===== config.mk =====
export PLATFORM = sky130hd
export DESIGN_NAME = id_ex_pipeline_reg
export DESIGN_NICKNAME = d
export VERILOG_FILES = /design/src/rtl/id_ex_pipeline_reg.sv
export SDC_FILE = /design/constraint.sdc
export NUM_CORES = 1
export LEC_CHECK = 0
export CORE_AREA = 4 4 139 141
export CTS_BUF_LIST = sky130_fd_sc_hd__clkbuf_4 sky130_fd_sc_hd__clkbuf_8
export DETAILED_ROUTE_END_ITERATION = 6
export DIE_AREA = 0 0 143 145
export PLACE_DENSITY = 0.8
export SLEW_MARGIN = 20
export SYNTH_ARGS = -nofsm -noshare
export SYNTH_HDL_FRONTEND = slang
export SYNTH_SLANG_ARGS = --single-unit

===== constraint.sdc =====
create_clock -name clk -period 5.3 [get_ports clk]
set_input_delay 1.06 -clock clk [delete_from_list [all_inputs] [get_ports clk]]
set_output_delay 1.06 -clock clk [all_outputs]
set_load 0.02 [all_outputs]

===== src/rtl/id_ex_pipeline_reg.sv =====
// Decode-to-execute pipeline register. Holds one decoded instruction for EX
// under a valid/ready handshake. Also handles writeback bypass into the held
// operands, load-use bubble insertion, branch flush and a saturating stall counter.
module id_ex_pipeline_reg #(
  parameter int XLEN  = 32,
  parameter int RA_W  = 5,
  parameter int CNT_W = 16
) (
  input  logic            clk,
  input  logic            rst,
  input  logic            id_valid,
  output logic            id_ready,
  input  logic [XLEN-1:0] id_pc,
  input  logic [RA_W-1:0] id_rs1,
  input  logic [RA_W-1:0] id_rs2,
  input  logic [RA_W-1:0] id_rd,
  input  logic [XLEN-1:0] id_rd1,
  input  logic [XLEN-1:0] id_rd2,
  input  logic [XLEN-1:0] id_imm,
  input  logic [3:0]      id_alu_op,
  input  logic            id_reg_write,
  input  logic            id_mem_read,
  input  logic            id_mem_write,
  input  logic            wb_we,
  input  logic [RA_W-1:0] wb_rd,
  input  logic [XLEN-1:0] wb_data,
  input  logic            flush,
  input  logic            ex_ready,
  output logic            ex_valid,
  output logic [XLEN-1:0] ex_pc,
  output logic [XLEN-1:0] ex_imm,
  output logic [XLEN-1:0] ex_rd1,
  output logic [XLEN-1:0] ex_rd2,
  output logic [RA_W-1:0] ex_rs1,
  output logic [RA_W-1:0] ex_rs2,
  output logic [RA_W-1:0] ex_rd,
  output logic [3:0]      ex_alu_op,
  output logic            ex_reg_write,
  output logic            ex_mem_read,
  output logic            ex_mem_write,
  output logic [CNT_W-1:0] stall_cycles
);

  localparam logic [CNT_W-1:0] CNT_MAX = '1;
  localparam logic [CNT_W-1:0] CNT_ONE = CNT_W'(1);

  logic load, hazard;
  logic wb_hit;
  logic byp_id1, byp_id2, byp_ex1, byp_ex2;

  // ex_mem_read is already forced to 0 while empty, so no extra ex_valid term
  // is strictly needed, but it keeps the intent readable.
  assign load    = ~ex_valid | ex_ready;
  assign hazard  = id_valid & ex_valid & ex_mem_read & (ex_rd != '0) &
                   ((ex_rd == id_rs1) | (ex_rd == id_rs2));
  assign id_ready = flush | (load & ~hazard);

  // x0 is hardwired zero, so a write to it must never be forwarded.
  assign wb_hit  = wb_we & (wb_rd != '0);
  assign byp_id1 = wb_hit & (wb_rd == id_rs1);
  assign byp_id2 = wb_hit & (wb_rd == id_rs2);
  assign byp_ex1 = wb_hit & (wb_rd == ex_rs1);
  assign byp_ex2 = wb_hit & (wb_rd == ex_rs2);

  // Held instruction: reset, kill (flush/bubble/empty), capture, or hold with bypass.
  always_ff @(posedge clk) begin
    if (!rst) begin
      ex_valid     <= 1'b0;
      ex_pc        <= '0;
      ex_imm       <= '0;
      ex_rd1       <= '0;
      ex_rd2       <= '0;
      ex_rs1       <= '0;
      ex_rs2       <= '0;
      ex_rd        <= '0;
      ex_alu_op    <= '0;
      ex_reg_write <= 1'b0;
      ex_mem_read  <= 1'b0;
      ex_mem_write <= 1'b0;
    end else if (flush || (load && (hazard || !id_valid))) begin
      ex_valid     <= 1'b0;
      ex_reg_write <= 1'b0;
      ex_mem_read  <= 1'b0;
      ex_mem_write <= 1'b0;
    end else if (load) begin
      ex_valid     <= 1'b1;
      ex_pc        <= id_pc;
      ex_imm       <= id_imm;
      ex_rd1       <= byp_id1 ? wb_data : id_rd1;
      ex_rd2       <= byp_id2 ? wb_data : id_rd2;
      ex_rs1       <= id_rs1;
      ex_rs2       <= id_rs2;
      ex_rd        <= id_rd;
      ex_alu_op    <= id_alu_op;
      ex_reg_write <= id_reg_write;
      ex_mem_read  <= id_mem_read;
      ex_mem_write <= id_mem_write;
    end else begin
      // Stalled by EX: keep the held operands fresh against writeback.
      if (byp_ex1) ex_rd1 <= wb_data;
      if (byp_ex2) ex_rd2 <= wb_data;
    end
  end

  // Count decode cycles that were refused, saturating at all-ones.
  always_ff @(posedge clk) begin
    if (!rst)
      stall_cycles <= '0;
    else if (id_valid && !id_ready && stall_cycles != CNT_MAX)
      stall_cycles <= stall_cycles + CNT_ONE;
  end

endmodule


# Yosys cells after proc, flatten, opt, wreduce, memory -nomap -nowiden
# Index checks and enable logic that the tools add are counted.
totals:
  input_bits: 193
  reg_bits: 167
  out_inout_bits: 168
  wordCells: 59
op_classes:
  eq_ne: 7
  addsub: 1
  muxes: 6
  bitwise: 17
  reduce_logical: 15
ops:
  columns: ["operator", "n"]
  rows:
  - ["two-way mux 32 bit", 6]
  - ["equality test 5 bit", 6]
  - ["adder 16 x 1 -> 16 bit, second input constant", 1]
  - ["inequality test 16 bit, second input constant", 1]
  - ["AND 1 bit", 10]
  - ["nonzero test 5 bit", 2]
  - ["AND reduction 2 bit", 3]
  - ["inverter 1 bit", 4]
  - ["nonzero test 2 bit", 2]
  - ["logical AND 1 bit", 3]
  - ["bitwise OR 1 bit", 3]
  - ["zero test 1 bit", 2]
  - ["logical OR 1 bit", 2]
  - ["OR reduction 2 bit", 1]

# Logic depth before layout (Yosys ltp)
# Gate-level depths: netlist of run 1.
logic_depth:
  word_depth: 10
  mapped_depth: 9
  depth_no_buf: 7

# Least setup slack after synthesis of run 1
# OpenSTA, ideal clock, no wires.
synth_path:
  kind: "in2out"
  startpoint: "input port id_rs2[3]"
  endpoint: "output port id_ready"
  t_required_ns: 4.240
  cell_stages: 6
  n_path_buf: 0
  t_arrival_ns: 1.891
  path_slack_ns: 2.349
  path_cell_list: "xnor2_1 nand3_1 o22ai_4 nand2_1 nand2_1 nand2_1"
synth_via:
  elab_chain_cells: 6
synth_rtl:
  columns: ["element", "line", "source"]
  rows:
  - ["from (decl)", "15", "input logic [RA_W-1:0] id_rs2,"]
  - ["equality test 5 bit", "55", "((ex_rd == id_rs1) | (ex_rd == id_rs2));"]
  - ["bitwise OR 1 bit", "55", null]
  - ["AND 1 bit", "54", "assign hazard = id_valid & ex_valid & ex_mem_read & (ex_rd != '0) &"]
  - ["inverter 1 bit", "56", "assign id_ready = flush | (load & ~hazard);"]
  - ["AND 1 bit", "56", null]
  - ["bitwise OR 1 bit", "56", null]
  - ["to (decl)", "12", "output logic id_ready,"]
# No other way between the ends.

# Worst setup path after layout of run 1
layout_path:
  startpoint: "input port id_rs1[1]"
  endpoint: "output port id_ready"
layout_via:
  elab_chain_cells: 6
layout_rtl:
  columns: ["element", "line", "source"]
  rows:
  - ["from (decl)", "14", "input logic [RA_W-1:0] id_rs1,"]
  - ["equality test 5 bit", "55", null]
  - ["bitwise OR 1 bit", "55", null]
  - ["AND 1 bit", "54", null]
  - ["inverter 1 bit", "56", null]
  - ["AND 1 bit", "56", null]
  - ["bitwise OR 1 bit", "56", null]
# No other way between the ends.

==> results of run 1 <==
==> path summary, 6_finish.rpt <==
check | startpoint | to | slack (ps) | depth (start not counted)
worst max-delay path | id_rs1[1] | id_ready | 1160 | 8
worst min-delay path | ex_imm[7]$_SDFFE_PN0P_ | ex_imm[7]$_SDFFE_PN0P_ | 450 | 2
worst max register to register | ex_valid$_SDFFE_PP0N_ | ex_rd1[3]$_SDFFE_PN0P_ | 2630 | 7
worst min register to register | ex_imm[7]$_SDFFE_PN0P_ | ex_imm[7]$_SDFFE_PN0P_ | 450 | 2
==> per-stage QoR <==
step,instance area [um^2],hold WS (ps),std cells,util,setup WS [ps]
6_report,11230,450.3,1384,0.6254,1159
3_5_place_dp,10800,439.6,1351,0.6010,1181
3_3_place_gp,10800,434.5,1351,0.6010,1196
4_1_cts,11230,454.1,1383,0.6249,1169
5_1_grt,11230,471.3,1384,0.6254,1040
2_1_floorplan,7159,526.8,825,-,2349
==> Yosys cell counts (4+ instances only) <==
cell type  number  share of area
nor2_1         18         0.0094
dfxtp_1       167           0.47
clkbuf_2        5         0.0035
xor2_1         14          0.017
nand4_1         5         0.0044
mux2i_1        77           0.11
xnor2_1        17          0.021
or3_1           7         0.0061
o21ai_0       130          0.091
buf_2          14         0.0098
inv_1           4         0.0021
o21ai_1        16          0.011
nand2_1        95          0.050
a21oi_1        76          0.053
buf_6           7          0.011
nand2b_1        6         0.0052
nand3_1        82          0.057
nor3_1          6         0.0042
clkbuf_1       41          0.021
==> layout make-up <==
type	count	area, um^2	area share
Antenna cell	1	2.502	0.0002227
Clock buffer	18	241.5	0.02149
Clock inverter	14	188.9	0.01682
Inverter	5	18.77	0.001671
Multi-Input combinational cell	584	3491	0.3107
Sequential cell	167	3343	0.2976
Tap cell	229	286.5	0.02550
Timing Repair Buffer	366	3662	0.3260
==> worst max-delay path, stage by stage <==
cell             delay (ps)
clkdlybuf4s50_1         550
xnor2_1                 140
nand3_1                 170
o22ai_4                 390
nand2_1                  90
nand2_1                  80
nand2_1                  60
clkdlybuf4s50_1         530
==> metal layers <==
metal | track usage | vias up | wire [um]
met5 | 0 | - | 0
met4 | 0.06939 | 0 | 452
met3 | 0.07897 | 28 | 2344
met2 | 0.3609 | 293 | 11560
met1 | 0.2716 | 3302 | 9690
li1 | - | 3542 | -
==> report_power, final <==
part / total, W / switching [W] / internal [W] / leakage (nW)
Combinational: 0.000650 / 0.000316 / 0.000333 / 2.30
Clock: 0.000993 / 0.000506 / 0.000487 / 0.217
Sequential: 0.00138 / 0.0000457 / 0.00133 / 1.37
Total: 0.00302 / 0.000868 / 0.00215 / 3.89
==> state kept, by name, summed over array words and instances, names as in the netlist <==
| name | count |
|---|---|
| ex_imm | 32 |
| ex_rd1 | 32 |
| stall_cycles | 16 |
| ex_pc | 32 |
| ex_reg_write | 1 |
| ex_mem_write | 1 |
| ex_mem_read | 1 |
| ex_rs1 | 5 |
| ex_alu_op | 4 |
| ex_rd2 | 32 |
| ex_rd | 5 |
| ex_rs2 | 5 |
| ex_valid | 1 |
==> cell families after synthesis <==
group | Yosys count
muxes | 77
and+or+nand+nor | 229
AOI/OAI and AO/OA | 246
xor gates and xnor gates | 31
DFF | 167
buffers and inverters | 74
adders and majority gates | 1
==> cells in the final DEF (no fill, tap or decap), types with 2 or more instances in the layout <==
cell type and count:
o21ai_1 14, clkdlybuf4s50_1 359, inv_1 4, dfxtp_1 167, mux2i_1 77, clkinv_4 3, and2_1 2, nor2_1 18
xor2_1 14, o21ai_4 3, nor2b_1 2, nand4_1 5, or4_1 3, nand3_1 82, o31ai_1 2, xnor2_1 17
o21a_1 2, inv_8 3, o21ai_0 130, or3_1 7, nand2_1 95, inv_6 3, o41ai_1 2, clkbuf_8 17
bufinv_16 3, a21oi_1 76, nor3_1 6, nand2b_1 6, o211ai_1 3, buf_4 5
==> results.ini, run 1 <==
[timing]
tightest_slew_ps=994.5
fin_crit_ps=4141
fmax_ghz=0.2415
slew_violations=0
slew-limit-headroom=0.3370
setup_tns_ps=0
setup_violations=0
finalHoldViolations=0
rsz0062_at_grt=false
skew_ps=15.83
finalCritPeriodShare=0.7813

[cts]
cts_buffers=17
cts_tree=done
cts.sinks=167
clk_latency_ps=450
cts-resized-gates=0
root_buffer=clkbuf_8
clk_pin_slew_ps=90
cts_max_level=4
cts_setup_buffers=0
clockBufferDepth=2
hold_buffers=0

[power_and_ir_drop]
ir_drop_mv=0.1786
finalPower_w=0.003022
leakagePower_nw=3.887
cellPowerDensity_mw_per_mm2=269.0

[synth]
synth_compound_area_frac=0.1875
synthFlopType=dfxtp_1
synthSimpleGateAreaFrac=0.1465
synth_fp_nets=1019
synth.area.mux_share=0.1077
avgSynthCellArea_um2=8.678
yosysWarnings=0
synth_top_family_by_area=compound AO/OA/AOI/OAI gates
synth_xor_xnor_area_share=0.03792
synth_edf_count=0
synthAdderAreaFrac=0.001748
netlist_area_mm2=0.007159
synthCells=825
async_flop_share=0
synth_seq_cells=167
seq_area_frac_synth=0.4670
yosysUniqueCellTypes=47

[cells_and_area]
nFillCells=1535
fin_nets=1335
area_growth_pct=56.92
layout-drive-gt1-share=0.04419

[drt]
via_per_inst=5.177
ant_nets=0
drc=0
drt-total-wl_um=24050
post_drt_wl_per_cell_um=17.38
drtIter0Drc=343
vias=7165
dr.pass1.iters=4

[placement]
hpwl_um=17620
place.gp.congestion=0.9413
numPortBuffers=360

[grt]
overflow=0
grt_max_degree=157
track_usage=0.2209
grt_pass1_wl_um=36700
grt_pass1_vias=6748
antenna_found_initial=1

[hold_path]
min_path_type=flip-flop to flip-flop

[setup_path]
critical_path.endpoint_type=primary output
worstSetupPathType=input port to primary output
required_ps=4240
cp_data_arrival_time_ps=3080
start_kind=input port
cp_max_fo=8

[floorplanning]
die_h_um=145
io_pins=361
start_util=0.3986
die_area_mm2=0.02074
die-width_um=143
fp.coreArea_mm2=0.01796
core.rowCount=49

[run_status]
outcome=finished, final reports clean

[job]
cap_violations=0

Note: power is estimated with default switching activity, not from simulation.
==> inputs of run 2 (changes only) <==
--- a/config.mk
+++ b/config.mk
@@ -5,11 +5,11 @@
 export SDC_FILE = /design/constraint.sdc
 export NUM_CORES = 1
 export LEC_CHECK = 0
-export CORE_AREA = 4 4 139 141
+export CORE_AREA = 4 4 140 142
 export CTS_BUF_LIST = sky130_fd_sc_hd__clkbuf_4 sky130_fd_sc_hd__clkbuf_8
 export DETAILED_ROUTE_END_ITERATION = 6
-export DIE_AREA = 0 0 143 145
-export PLACE_DENSITY = 0.8
+export DIE_AREA = 0 0 144 146
+export PLACE_DENSITY = 0.79
 export SLEW_MARGIN = 20
 export SYNTH_ARGS = -nofsm -noshare
 export SYNTH_HDL_FRONTEND = slang
==> constraint.sdc (replaced) <==
create_clock -name clk -period 4.1 [get_ports clk]
set_input_delay 0.82 -clock clk [delete_from_list [all_inputs] [get_ports clk]]
set_output_delay 0.82 -clock clk [all_outputs]
set_load 0.02 [all_outputs]
==> run 2 against run 1 <==
Against the previous run:
- first-iteration DRC count decreased by 3.8%
- combinational power up 30%
- sequential share of layout area increased by 0.11 points
- die area up 1.4%
- routed wire length shrank 0.71%
- global-route usage fell by 0.37 points
- critical path depth stayed put
- core utilization fell by 1.9 points
- non-clock buffer count rose by 4
- final area shrank 0.37%
- flip-flop and latch count unchanged
- critical endpoint unchanged
- largest cell class unchanged
==> results.ini, run 2 (synthesized netlist as in run 1, its figures left out) <==
[cts]
clk_latency_ps=450  ; about the same
root_buffer=clkbuf_8
cts.sinks=167  ; unchanged
cts_tree=done
clockBufferDepth=2  ; unchanged
hold_buffers=0  ; unchanged
cts_max_level=4  ; unchanged
clk_pin_slew_ps=80  ; about the same
cts-resized-gates=0  ; unchanged
cts_buffers=17  ; unchanged
cts_setup_buffers=0  ; unchanged

[drt]
drt-total-wl_um=23880  ; -0.71%
post_drt_wl_per_cell_um=17.15  ; -1.3%
ant_nets=0  ; unchanged
dr.pass1.iters=5  ; +1
vias=7074  ; -1.3%
drtIter0Drc=330  ; -3.8%
via_per_inst=5.082  ; -1.8%
drc=0  ; unchanged

[timing]
skew_ps=22.90  ; +7.070 ps
finalCritPeriodShare=0.8995
rsz0062_at_grt=false
setup_violations=0  ; unchanged
holdWs_ps=451.3  ; +0.9630 ps
slew_violations=0  ; unchanged
fin_crit_ps=3688
tightest_slew_ps=663.0  ; -331.5 ps
fmax_ghz=0.2711
setup_tns_ps=0  ; unchanged
slew-limit-headroom=0.5539  ; +0.2169
finalHoldViolations=0  ; unchanged

[setup_path]
crit_path_frequent_cell=nand2_1
required_ps=3280  ; -960 ps
worstPathCellList=clkdlybuf4s50_1 > xnor2_1 > nand3_1 > o22ai_4 > nand2_1 > nand2_1 > nand2_1 > clkdlybuf4s50_1
slowest_stage=clkdlybuf4s50_1
start_kind=input port
cp_data_arrival_time_ps=2870  ; -210 ps
crit_path_max_incr_delay_ps=560  ; about the same
cp_max_fo=8  ; unchanged
worstSetupPathType=input port to primary output
critical_path.endpoint_type=primary output

[placement]
place.gp.congestion=0.8817  ; -6.3%
dp_cells=1360  ; +0.67%
numPortBuffers=360  ; unchanged
hpwl_um=17570  ; -0.23%
post_dp_cell_area_mm2=0.01084  ; +0.45%

[floorplanning]
io_pins=361  ; unchanged
die_area_mm2=0.02102  ; +1.4%
core.rowCount=50  ; +2.0%
start_util=0.3879  ; -0.01062
die_h_um=146  ; +0.69%
fp.coreArea_mm2=0.01846  ; +2.7%
die-width_um=144  ; +0.70%

[cells_and_area]
instances_no_fill=1392  ; +0.58%
fin_util=0.6065  ; -0.01890
finalInstanceArea_mm2=0.01119  ; -0.37%
layout-drive-gt1-share=0.04667  ; +0.002478
final_common_cell=clkdlybuf4s50_1
area_growth_pct=56.34
nFillCells=1639  ; +6.8%
final_cell_mix=clkdlybuf4s50_1, dfxtp_1, o21ai_0
fin_nets=1339  ; +0.30%

[grt]
track_usage=0.2172  ; -0.003652
grt_pass1_vias=6817  ; +1.0%
overflow=0  ; unchanged
grt_pass1_wl_um=36470  ; -0.62%
antenna_found_initial=1  ; unchanged
grt_max_degree=157  ; unchanged

[power_and_ir_drop]
cellPowerDensity_mw_per_mm2=330.0  ; +23%
leakagePower_nw=3.853  ; -0.88%
ir_drop_mv=0.2214  ; +24%

[job]
cap_violations=0  ; unchanged

[run_status]
outcome=finished, final reports clean

[hold_path]
min_path_type=flip-flop to flip-flop

==> run 2: layout make-up <==
cell class	count	area, um^2	share of cell area
timing repair buffer	370	3705	0.3310
multi-input combinational	584	3491	0.3119
sequential	167	3343	0.2987
tap	234	292.8	0.02616
clock buffer	18	241.5	0.02157
clock inverter	13	98.84	0.008831
inverter	5	18.77	0.001677
antenna	1	2.502	0.0002236
==> run 2: metrics by stage <==
step / setup WS, ps / power, W
final: 411.9 / 0.003694
after detailed placement: 417.2 / 0.002663
after global placement: 432.9 / 0.002653
after floorplan: 1510 / 0.002198
after CTS: 400.2 / 0.003744
after global routing: 300.8 / 0.003872
==> run 2: path summary, 6_finish.rpt <==
kind | to | cells past startpoint | slack [ps] | startpoint
max | id_ready | 8 | 410 | id_rs1[1]
min reg2reg | ex_pc[14]$_SDFFE_PN0P_ | 2 | 450 | ex_pc[14]$_SDFFE_PN0P_
max reg2reg | ex_rs1[3]$_SDFFE_PN0P_ | 6 | 1560 | ex_rd[0]$_SDFFE_PN0P_
min | ex_pc[14]$_SDFFE_PN0P_ | 2 | 450 | ex_pc[14]$_SDFFE_PN0P_
==> run 2: layer usage <==
metal | track usage | share of wire
met1 | 0.2596 | 0.41
met5 | 0 | 0
met4 | 0.07250 | 0.025
met3 | 0.07657 | 0.090
met2 | 0.3613 | 0.48
==> run 2: where the power goes <==
group / switching, W / internal (W) / total, W
clock network: 0.000638 / 0.000429 / 0.00107
logic: 0.000411 / 0.000434 / 0.000845
registers: 0.0000581 / 0.00172 / 0.00178
total: 0.00111 / 0.00259 / 0.00369
==> run 2: worst max-delay path, delay by kind of cell <==
family / cells / cell delay [ps]
buf+inv: 2 / 1100
simple gates: 4 / 400
compound gates: 1 / 400
xor+xnor: 1 / 140
==> inputs of run 3 (changes only) <==
==> constraint.sdc (replaced) <==
create_clock -name clk -period 4.1 [get_ports clk]
set_input_delay 0.82 -clock clk [delete_from_list [all_inputs] [get_ports clk]]
set_output_delay 0.82 -clock clk [all_outputs]
set_load 0.01 [all_outputs]
==> run 3 against run 2 <==
Against the previous run:
- clock-buffer cell count unchanged
- power is 1.3% lower
- final cell count up 0.14%
- flip-flop and latch count unchanged
- routed wire length hardly changed
- via count barely moved
- combinational power is 9.3% lower
- largest cell class unchanged
- highest routed layer unchanged
==> results.ini, run 3 (synthesized netlist as in run 1, its figures left out) <==
[drt]
ant_nets=0  ; unchanged
post_drt_wl_per_cell_um=17.12  ; -0.19%
dr.pass1.iters=5  ; unchanged
drt-total-wl_um=23870  ; about the same
vias=7069  ; -0.071%
drc=0  ; unchanged
via_per_inst=5.071  ; -0.21%
drtIter0Drc=287  ; -13%

[setup_path]
required_ps=3280  ; about the same
cp_max_fo=8  ; unchanged
worstPathCellList=clkdlybuf4s50_1 > xnor2_1 > nand3_1 > o22ai_4 > nand2_1 > nand2_1 > nand2_1 > clkdlybuf4s50_1
cp_data_arrival_time_ps=2780  ; -90 ps
worstSetupPathType=input port to primary output
path_delay_family=buffers and inverters
slowest_stage=clkdlybuf4s50_1
crit_path_frequent_cell=nand2_1
critical_path.endpoint_type=primary output
start_kind=input port
crit_path_max_incr_delay_ps=550  ; about the same
crit_buf_inv=2  ; unchanged

[timing]
tightest_slew_ps=1040  ; +377.2 ps
slew_violations=0  ; unchanged
finalCritPeriodShare=0.8778  ; -0.02169
slew-limit-headroom=0.3033  ; -0.2506
holdWs_ps=452.0  ; +0.7550 ps
setup_violations=0  ; unchanged
skew_ps=16.44  ; -6.461 ps
fmax_ghz=0.2778  ; +2.5%
finalHoldViolations=0  ; unchanged
fin_crit_ps=3599  ; -88.91 ps
setup_ws_ps=500.8  ; +88.91 ps
setup_tns_ps=0  ; unchanged
rsz0062_at_grt=false

[power_and_ir_drop]
cellPowerDensity_mw_per_mm2=325.3  ; -1.4%
ir_drop_mv=0.2025  ; -8.5%
leakagePower_nw=3.871  ; +0.48%

[grt]
track_usage=0.2155  ; -0.001758
grt_pass1_wl_um=36030  ; -1.2%
antenna_found_initial=2  ; +1
grt_pass1_vias=6640  ; -2.6%
overflow=0  ; unchanged
grt_max_degree=157  ; unchanged

[placement]
dp_cells=1360  ; unchanged
place.gp.congestion=0.9172  ; +4.0%
numPortBuffers=360  ; unchanged
dp_slack_ps=502.8  ; +85.56 ps
post_dp_cell_area_mm2=0.01084  ; unchanged
hpwl_um=17570  ; about the same

[floorplanning]
die-width_um=144  ; unchanged
start_util=0.3879  ; unchanged
io_pins=361  ; unchanged
fp.coreArea_mm2=0.01846  ; unchanged
die_area_mm2=0.02102  ; unchanged
die_h_um=146  ; unchanged
core.rowCount=50  ; unchanged

[job]
cap_violations=0  ; unchanged

[cts]
cts_tree=done
clk_latency_ps=440  ; about the same
clk_pin_slew_ps=80  ; about the same
root_buffer=clkbuf_8
clockBufferDepth=2  ; unchanged
cts_setup_buffers=0  ; unchanged
cts_max_level=4  ; unchanged
hold_buffers=0  ; unchanged
cts.sinks=167  ; unchanged
cts-resized-gates=0  ; unchanged
cts_buffers=17  ; unchanged

[cells_and_area]
final_cell_mix=clkdlybuf4s50_1, dfxtp_1, o21ai_0
area_growth_pct=56.54
finalInstanceArea_mm2=0.01121  ; +0.12%
layout-drive-gt1-share=0.04663  ; about the same
final_common_cell=clkdlybuf4s50_1
fin_nets=1339  ; unchanged
instances_no_fill=1394  ; +0.14%

[run_status]
outcome=finished, final reports clean

[hold_path]
min_path_type=flip-flop to flip-flop

## run 3: layer usage
layer | up-vias | part of all wire | track usage
met1 | 3199 | 0.41 | 0.2636
met2 | 294 | 0.48 | 0.3561
met5 | - | 0 | 0
met3 | 26 | 0.091 | 0.07525
li1 | 3550 | - | -
met4 | 0 | 0.017 | 0.06356
## run 3: final timing paths
check	start	to	slack [ps]	cells past startpoint
worst max-delay path	id_rs1[3]	id_ready	500	8
worst min-delay path	ex_imm[6]$_SDFFE_PN0P_	ex_imm[6]$_SDFFE_PN0P_	450	2
worst max register to register	ex_rd[0]$_SDFFE_PN0P_	stall_cycles[12]$_SDFFE_PN0P_	1460	5
worst min register to register	ex_imm[6]$_SDFFE_PN0P_	ex_imm[6]$_SDFFE_PN0P_	450	2
## run 3: metrics by stage
stage	power, W	utilization
2_1_floorplan	0.002121	-
5_1_grt	0.003818	0.6073
4_1_cts	0.003690	0.6070
3_3_place_gp	0.002576	0.5876
3_5_place_dp	0.002586	0.5876
6_report	0.003646	0.6073
## run 3: worst min-delay path, cell delays in order, from the launching register on
cell     delay, ps
dfxtp_1        320
nand2_1         50
o21ai_1         50
## run 3: where the power goes
group          leakage (nW)  switching, W  internal, W
Combinational          2.32      0.000332     0.000433
Clock                 0.177      0.000657     0.000441
Sequential             1.37     0.0000586      0.00172
Total                  3.87       0.00105      0.00260
## run 3: layout make-up
| cell class | instances | area (um^2) |
|---|---|---|
| Inverter | 5 | 18.77 |
| Timing Repair Buffer | 370 | 3705 |
| Sequential cell | 167 | 3343 |
| Antenna cell | 2 | 5.005 |
| Clock buffer | 18 | 241.5 |
| Clock inverter | 14 | 116.4 |
| Tap cell | 234 | 292.8 |
| Fill cell | 1640 | 7248 |
| Multi-Input combinational cell | 584 | 3485 |
